File: src/rtl/seg7_pkg.sv
// Shared constants for the seven-segment scan driver: segment width, dp position
// and the hex-to-segment table (active-high, bit order gfedcba).
package seg7_pkg;

    localparam int unsigned SEG_W  = 8;
    localparam int unsigned DP_BIT = 7;

    // Entry k is the pattern for nibble value k; packed so index 0 is the rightmost element.
    localparam logic [15:0][6:0] HEX_TABLE = {
        7'h71, 7'h79, 7'h5E, 7'h39, 7'h7C, 7'h77, 7'h6F, 7'h7F,
        7'h07, 7'h7D, 7'h6D, 7'h66, 7'h4F, 7'h5B, 7'h06, 7'h3F
    };

    typedef struct packed {
        logic       dp;
        logic [6:0] segs;
    } seg_pattern_t;

    function automatic logic [SEG_W-1:0] apply_polarity(input logic [SEG_W-1:0] raw,
                                                        input bit active_low);
        return active_low ? ~raw : raw;
    endfunction

endpackage

File: src/rtl/seg7_hex_decode.sv
// Combinational nibble to active-high gfedcba segment pattern.
module seg7_hex_decode
    import seg7_pkg::*;
(
    input  logic [3:0] nibble,
    output logic [6:0] segs
);

    assign segs = HEX_TABLE[nibble];

endmodule

File: src/rtl/seg7_scan_driver.sv
// Time-multiplexed seven-segment driver with frame-aligned (tear-free) value updates.
// Optional leading-zero blanking is built when SEG7_LZ_BLANK_EN is defined.
module seg7_scan_driver
    import seg7_pkg::*;
#(
    parameter int unsigned NUM_DIGITS  = 4,
    parameter int unsigned REFRESH_DIV = 100000,
    parameter bit          ACTIVE_LOW  = 1'b1
) (
    input  logic                    CLK,
    input  logic                    RST,
    input  logic [4*NUM_DIGITS-1:0] VALUE_IN,
    input  logic [NUM_DIGITS-1:0]   DP_IN,
    input  logic                    LOAD,
    output logic [SEG_W-1:0]        SEG,
    output logic [NUM_DIGITS-1:0]   AN,
    output logic                    FRAME_DONE
);

    localparam int unsigned VAL_W = 4 * NUM_DIGITS;
    localparam int unsigned CNT_W = $clog2(REFRESH_DIV);
    localparam int unsigned IDX_W = (NUM_DIGITS > 1) ? $clog2(NUM_DIGITS) : 1;

    localparam logic [SEG_W-1:0]      SEG_OFF = ACTIVE_LOW ? '1 : '0;
    localparam logic [NUM_DIGITS-1:0] AN_OFF  = ACTIVE_LOW ? '1 : '0;

    if (REFRESH_DIV < 2) begin : g_bad_refresh_div
        $error("REFRESH_DIV must be at least 2");
    end

    logic [CNT_W-1:0]      div_cnt_q, div_cnt_d;
    logic [IDX_W-1:0]      digit_idx_q, digit_idx_d;
    logic [VAL_W-1:0]      disp_value_q, disp_value_d;
    logic [NUM_DIGITS-1:0] disp_dp_q, disp_dp_d;
    logic [VAL_W-1:0]      pend_value_q, pend_value_d;
    logic [NUM_DIGITS-1:0] pend_dp_q, pend_dp_d;
    logic                  pend_flag_q, pend_flag_d;
    logic                  bnd_q;
    logic                  frame_done_q;
    logic [SEG_W-1:0]      seg_q, seg_d;
    logic [NUM_DIGITS-1:0] an_q, an_d;

    logic                  last_div;
    logic                  last_digit;
    logic                  boundary;
    logic [3:0]            cur_nibble;
    logic [6:0]            cur_segs;
    seg_pattern_t          seg_raw;
    logic [NUM_DIGITS-1:0] an_raw;
    logic [NUM_DIGITS-1:0] lz_blank;

    assign last_div   = (div_cnt_q == CNT_W'(REFRESH_DIV - 1));
    assign last_digit = (digit_idx_q == IDX_W'(NUM_DIGITS - 1));
    assign boundary   = last_div && last_digit;

    always_comb begin
        div_cnt_d    = last_div ? '0 : div_cnt_q + CNT_W'(1);
        digit_idx_d  = digit_idx_q;
        disp_value_d = disp_value_q;
        disp_dp_d    = disp_dp_q;
        pend_value_d = pend_value_q;
        pend_dp_d    = pend_dp_q;
        pend_flag_d  = pend_flag_q;

        if (last_div) begin
            digit_idx_d = last_digit ? '0 : digit_idx_q + IDX_W'(1);
        end

        // A LOAD landing on the boundary bypasses pending and supersedes any older pending value.
        if (LOAD && boundary) begin
            disp_value_d = VALUE_IN;
            disp_dp_d    = DP_IN;
            pend_flag_d  = 1'b0;
        end else if (LOAD) begin
            pend_value_d = VALUE_IN;
            pend_dp_d    = DP_IN;
            pend_flag_d  = 1'b1;
        end else if (boundary && pend_flag_q) begin
            disp_value_d = pend_value_q;
            disp_dp_d    = pend_dp_q;
            pend_flag_d  = 1'b0;
        end
    end

    assign cur_nibble = disp_value_q[digit_idx_q * 4 +: 4];

    seg7_hex_decode u_hex_decode (
        .nibble (cur_nibble),
        .segs   (cur_segs)
    );

    // Digit k is a leading zero when it and every digit above it are zero with no dp.
    always_comb begin
        lz_blank = '0;
        for (int k = 1; k < NUM_DIGITS; k++) begin
            lz_blank[k] = ((disp_value_q >> (4 * k)) == '0) && !disp_dp_q[k];
        end
    end

    always_comb begin
        seg_raw.dp          = disp_dp_q[digit_idx_q];
        seg_raw.segs        = cur_segs;
        an_raw              = '0;
        an_raw[digit_idx_q] = 1'b1;
`ifdef SEG7_LZ_BLANK_EN
        if (lz_blank[digit_idx_q]) begin
            an_raw = '0;
        end
`endif
        seg_d = apply_polarity(seg_raw, ACTIVE_LOW);
        an_d  = ACTIVE_LOW ? ~an_raw : an_raw;
    end

    always_ff @(posedge CLK) begin
        if (RST) begin
            div_cnt_q    <= '0;
            digit_idx_q  <= '0;
            disp_value_q <= '0;
            disp_dp_q    <= '0;
            pend_value_q <= '0;
            pend_dp_q    <= '0;
            pend_flag_q  <= 1'b0;
            bnd_q        <= 1'b0;
            frame_done_q <= 1'b0;
            seg_q        <= SEG_OFF;
            an_q         <= AN_OFF;
        end else begin
            div_cnt_q    <= div_cnt_d;
            digit_idx_q  <= digit_idx_d;
            disp_value_q <= disp_value_d;
            disp_dp_q    <= disp_dp_d;
            pend_value_q <= pend_value_d;
            pend_dp_q    <= pend_dp_d;
            pend_flag_q  <= pend_flag_d;
            // Two stages so the pulse lines up with digit 0 reaching the registered AN.
            bnd_q        <= boundary;
            frame_done_q <= bnd_q;
            seg_q        <= seg_d;
            an_q         <= an_d;
        end
    end

    assign SEG        = seg_q;
    assign AN         = an_q;
    assign FRAME_DONE = frame_done_q;

endmodule
File: config.mk
export PLATFORM = sky130hd
export DESIGN_NAME = seg7_scan_driver
export DESIGN_NICKNAME = d
export VERILOG_FILES = /design/src/rtl/seg7_pkg.sv /design/src/rtl/seg7_hex_decode.sv /design/src/rtl/seg7_scan_driver.sv
export SDC_FILE = /design/constraint.sdc
export NUM_CORES = 1
export LEC_CHECK = 0
export ABC_AREA = 1
export BUFFER_PORTS_ARGS = -buffer_cell sky130_fd_sc_hd__buf_2
export CAP_MARGIN = 20
export CORE_MARGIN = 2
export CORE_UTILIZATION = 28
export DETAILED_ROUTE_END_ITERATION = 7
export SYNTH_ARGS = -nofsm -noshare
export SYNTH_HDL_FRONTEND = slang
export SYNTH_SLANG_ARGS = --single-unit
export TNS_END_PERCENT = 10
File: constraint.sdc
create_clock -name CLK -period 1.7 [get_ports CLK]
set_input_delay 0.34 -clock CLK [delete_from_list [all_inputs] [get_ports CLK]]
set_output_delay 0.34 -clock CLK [all_outputs]
set_load 0.01 [all_outputs]
==> results of run 1 <==
layer usage:
metal,vias up,GRT usage [%]
li1,1689,-
met1,1401,16.1
met5,-,0
met3,15,3.01
met2,56,19.7
met4,0,4.44
critical path, cell delays in order (launching register included):
cell and delay (ps):
dfxtp_2 350, ha_4 150, nand2_4 60, nor2_4 120
buf_6 110, nand3_4 60, nor2_4 120, nand4_1 160
buf_6 190, buf_8 140, nand2_1 60, nand2_1 60
a21oi_1 120
flip-flops by register name (all words and copies together), names as in the netlist, 2 cells and up:
name / count
SEG: 8
div_cnt_q: 17
disp_dp_q: 4
disp_value_q: 16
AN: 4
pend_value_q: 16
pend_dp_q: 4
digit_idx_q: 2
Yosys cell counts (2+ instances only):
cell type,instances
or2_2,22
a21oi_1,26
xor2_1,3
buf_4,5
nor3_1,9
buf_2,8
nor2_2,3
a21oi_2,8
ha_1,11
a31oi_1,2
nor3b_1,2
inv_2,7
nand4_1,4
clkbuf_1,7
nand2_1,124
clkinv_1,2
xnor2_1,4
nand2_2,3
dfxtp_1,74
o21ai_0,12
o21ai_1,22
nand3_1,11
o211ai_1,3
nor2_1,71
inv_1,57
power by group through the flow:
| stage | clock network [mW] | logic, mW | registers [mW] |
|---|---|---|---|
| floorplan | 0 | 0.152 | 1.84 |
| global placement | 0 | 0.228 | 1.84 |
| detailed placement | 0 | 0.236 | 1.84 |
| CTS | 1.83 | 0.236 | 1.81 |
| global route | 1.90 | 0.283 | 1.81 |
| finish | 1.79 | 0.248 | 1.81 |
cells in the final DEF (no fill, tap or decap), types with 3 or more instances in the layout:
cell,instances
a21oi_1,17
a21oi_2,17
buf_12,3
buf_2,36
buf_4,21
buf_6,7
clkbuf_16,9
dfxtp_1,70
ha_1,9
inv_1,56
inv_2,8
nand2_1,111
nand2_2,15
nand3_1,10
nand4_1,4
nor2_1,61
nor2_2,11
nor2_4,3
nor3_1,9
o211ai_1,3
o21ai_0,10
o21ai_1,24
or2_2,22
xnor2_1,4
xor2_1,3
final timing paths:
kind                                   start               end  slack, ps  cells past startpoint
worst max-delay path            div_cnt_q[0]  disp_value_q[13]        -40                     12
worst max register to register  div_cnt_q[0]  disp_value_q[13]        -40                     12
worst min register to register         bnd_q        FRAME_DONE        410                      2
worst min-delay path                     RST        FRAME_DONE        270                      2
kinds of logic (layout without fill, tap and decap cells):
| group | count (synthesis) | count (layout) | synth area share [%] |
|---|---|---|---|
| AOI/OAI and AO/OA | 77 | 77 | 12.4 |
| xor gates and xnor gates | 7 | 7 | 1.73 |
| adders and majority gates | 11 | 11 | 3.89 |
| buffers and inverters | 86 | 150 | 9.93 |
| DFF | 74 | 74 | 41.8 |
| and+or+nand+nor | 251 | 251 | 30.2 |
layout make-up:
class	count	area, um^2
clock buffer	12	256
clock inverter	4	26.3
fill	1291	7890
inverter	66	248
multi-input combinational	346	1850
sequential	74	1490
tap	172	215
timing repair buffer	68	492
stage by stage:
step / cell area, um^2 / setup WS (ps) / util, % / hold WS (ps) / cells
6_report: 4580 / -44.1 / 36.7 / 267 / 742
5_1_grt: 4580 / -173 / 36.7 / 280 / 742
4_1_cts: 4340 / 13.0 / 34.8 / 259 / 732
3_5_place_dp: 4050 / -81.4 / 32.5 / 406 / 716
3_3_place_gp: 4050 / 0.934 / 32.5 / 406 / 716
2_1_floorplan: 3560 / 0.604 / - / 388 / 506
what timing repair did:
item,4_1_cts,5_1_grt
buffers inserted,0,5
hold endpoints to repair,0,0
setup endpoints to repair,11,51
cloned,0,5
pin swaps,0,10
gates resized for setup,4,58
==> results.toml, run 1 <==
[synth]
synth-main-ff-cell = "dfxtp_1"
syn_inst = 506
async_reset_ff_share_pct = 0
yosysTopAreaCellShare_pct = 41.8
ys_top_cells_by_area = "dfxtp_1 42%, nand2_1 13%, nor2_1 7.5%"
synth_seq_cells = 74
ys_seq_area_share_pct = 41.8
synth.distinct_cells = 31
syn_nets = 540
avgSynthCellArea_um2 = 7.00
synth_area_leader_cell = "dfxtp_1"
synth_edf_count = 0
synth_area_um2 = 3540
ys_warn_count = 0

[sta]
period_share_pct = 103
tightestPinTransition_ps = 549
period_minus_slack_ps = 1740
fin_skew_ps = 7.44
setup_viol = 14
max_freq_mhz = 573
drv_slew = 0
setup_slack_ps = -44.1
hold_viol = 0
rsz0062_at_grt = "yes"
max-slew-margin-rel_pct = 63.4
final.setup.tns_ps = -213

[run_status]
outcome = "finished with violations"
violations = "setup timing"

[floorplan]
coreArea_um2 = 12500
initial_core_util_pct = 28.4
rows = 41
dieWidth_um = 116
die_height_um = 116
die-area_um2 = 13600
io-pin-count = 36

[pwr]
ir_drop_mv = 0.436
intPower_mw = 2.96
clock_power_share_pct = 46.5
powerDensity_nw_per_um2 = 840
combPwrFrac_pct = 6.5
swShare_pct = 23.1
p_leak_nw = 2.01
p_sw_uw = 888
p_seq_share_pct = 47.0
finalPower_mw = 3.85

[grt]
grt_max_degree = 29
grt_antenna_before_repair = 0
grt_pass1_vias = 2873
overflow = 0
grt_pass1_wl_um = 13300
grt_use_total_pct = 12.3

[clock_tree]
root_buffer = "clkbuf_16"
cts_buffers = 9
cts.clk_slew.worst_paths_ps = 60
cts.path.max_buffers = 2
holdBufCountCts = 0
htree_levels = 3
clk_latency_ps = 330
cts_tree = "yes"
clkSinkCount = 74

[worst_setup_path]
start_kind = "flop"
critPathCaptureType = "flop"
crit_type = "reg2reg"
critPathRequiredTime_ps = 1960
worstPathMaxFanout = 5
cp.arrival_ps = 2010

[flow_run]
maxCapViolCount = 0

[detailed_routing]
top_layer = "met4"
wirelength_um = 8290
vias = 3161
wl_met2_um = 3830
drt_iter0_drc = 138
first_pass_iters = 4
dr_wl_met3_um = 335
viasPerCell = 4.26
met1Wirelength_um = 3960
drtAntennaViolNets = 0
drc = 0
wl_per_cell_um = 11.2

[final_layout]
finalNetCount = 599
diodes = 0
syn_to_final_growth_pct = 29.3
drive_gt1_share_pct = 29.6

[hold_path]
hold_class = "in2reg"

[placed_design]
port_buffers = 35
place_hpwl_um = 5650
place.gp.congestion = 0.883
Power figures use the tool's default switching activity.
==> inputs of run 2 (changes only) <==
--- a/config.mk
+++ b/config.mk
@@ -11,6 +11,7 @@
 export CORE_MARGIN = 2
 export CORE_UTILIZATION = 28
 export DETAILED_ROUTE_END_ITERATION = 7
+export GPL_TIMING_DRIVEN = 0
 export SYNTH_ARGS = -nofsm -noshare
 export SYNTH_HDL_FRONTEND = slang
 export SYNTH_SLANG_ARGS = --single-unit
==> results.toml, run 2 (synthesis gave the netlist of run 1 again) <==
[worst_setup_path]
critPathCaptureType = "flop"
start_kind = "flop"
critPathRequiredTime_ps = 1890
cp.arrival_ps = 1870
crit_buf_inv = 3
worstPathMaxFanout = 6
worstRegToRegCells = 10
slowest_delay_ps = 320
r2r_end = "SEG[5]"
cp_common_cell = "buf_6"
crit_cells = 10
cpMaxStageDelayCell = "dfxtp_2"
crit_start = "digit_idx_q[0]"
crit_family = "simple AND/OR/NAND/NOR gates"
ff2ff_setup_slack_ps = 20
crit_type = "reg2reg"
reg2reg_from = "digit_idx_q[0]"
crit_chain = "buf_6 -> buf_6 -> a21oi_2 -> o21ai_1 -> nand2_2 -> inv_2 -> ha_4 -> or2_4 -> nand3_2 -> nand3_1"

[detailed_routing]
drt_iter0_drc = 175
drtAntennaViolNets = 0
vias = 3221
drc = 0
wl_per_cell_um = 11.6
viasPerCell = 4.34
wirelength_um = 8650
first_pass_iters = 4

[final_layout]
top_regs = "div_cnt_q (17), disp_value_q (16), pend_value_q (16)"
finalNetCount = 600
final-seq-area_um2 = 1490
layout_common_cells = "119 x nand2_1, 68 x dfxtp_1, 53 x inv_1"
largest_register_ffs = 17
drive_gt1_share_pct = 29.6
multi_input_area_um2 = 1930
syn_to_final_growth_pct = 32.4
filler_cell_count = 1270
largest_register = "div_cnt_q"
fin_util_pct = 37.6
diodes = 0
mostFrequentLayoutCell = "nand2_1"

[sta]
period_minus_slack_ps = 1680
final.setup.tns_ps = 0
max_freq_mhz = 594
drv_slew = 0
fin_skew_ps = 8.25
max-slew-margin-rel_pct = 68.1
hold_viol = 0
tightestPinTransition_ps = 479
setup_slack_ps = 16.1
rsz0062_at_grt = "yes"
hold_ws_ps = 261
setup_viol = 0
period_share_pct = 99.1

[grt]
grt_use_total_pct = 13.0
grt_max_degree = 13
overflow = 0
grt_pass1_vias = 3015
grt_antenna_before_repair = 0
grt_pass1_wl_um = 13700

[clock_tree]
root_buffer = "clkbuf_16"
htree_levels = 3
cts_tree = "yes"
clk_latency_ps = 340
cts.path.max_buffers = 2
cts.clk_slew.worst_paths_ps = 60
clkSinkCount = 74
cts_buffers = 9

[flow_run]
maxCapViolCount = 0

[floorplan]
die_height_um = 116
io-pin-count = 36
rows = 41
die-area_um2 = 13600
dieWidth_um = 116
initial_core_util_pct = 28.4
coreArea_um2 = 12500

[hold_path]
min_delay_path_depth = 2
min_to = "FRAME_DONE"
hold_class = "in2reg"
hp-start = "RST"

[placed_design]
pre_cts_slack_ps = -305
port_buffers = 35
place.gp.congestion = 0.854
place_hpwl_um = 5890

[run_status]
outcome = "complete, no violations"

[pwr]
finalPower_mw = 4.29
ir_drop_mv = 0.404
p_leak_nw = 2.04
powerDensity_nw_per_um2 = 915
==> run 2: cell type report <==
type / count / share of cell area (%)
well taps: 172 / 4.59
clock buffers: 12 / 5.26
repair buffers: 49 / 6.51
plain buffers: 20 / 3.28
inverters: 66 / 5.34
clock inverters: 4 / 2.11
multi-input cells: 346 / 41.1
flip-flops and latches: 74 / 31.8
==> run 2: through the flow <==
stage               instance area (um^2)  instances
floorplan                           3560        506
global placement                    3950        713
detailed placement                  3950        713
CTS                                 4410        736
global route                        4690        743
finish                              4690        743
==> run 2: what timing repair did <==
action                                  in CTS  in global routing
endpoints found under the hold margin        0                  0
endpoints found under the setup margin      19                 61
gates resized for setup                     17                 68
buffers inserted                             7                  5
pin swaps                                    2                 15
gates cloned                                 0                  2
hold buffers                                 0                  0
==> run 2: worst max path at each step <==
stage	end	slack, ps
after global routing	SEG[0]	-130
after global placement	SEG[3]	-260
after CTS	SEG[3]	-10
final	SEG[5]	20
after detailed placement	SEG[3]	-310
after floorplan	SEG[6]	0.6
==> run 2: layer usage <==
layer  track usage (%)  vias up  part of all wire, %
li1                  -     1694                    -
met1              15.6     1456                   45
met2              21.7       59                   49
met3              3.37       12                  4.2
met4              6.11        0                  1.8
met5                 0        -                    0
==> run 2: power breakdown <==
group | internal, mW | switching [mW]
clock | 1.48 | 0.718
sequential | 1.78 | 0.0346
combinational | 0.123 | 0.149
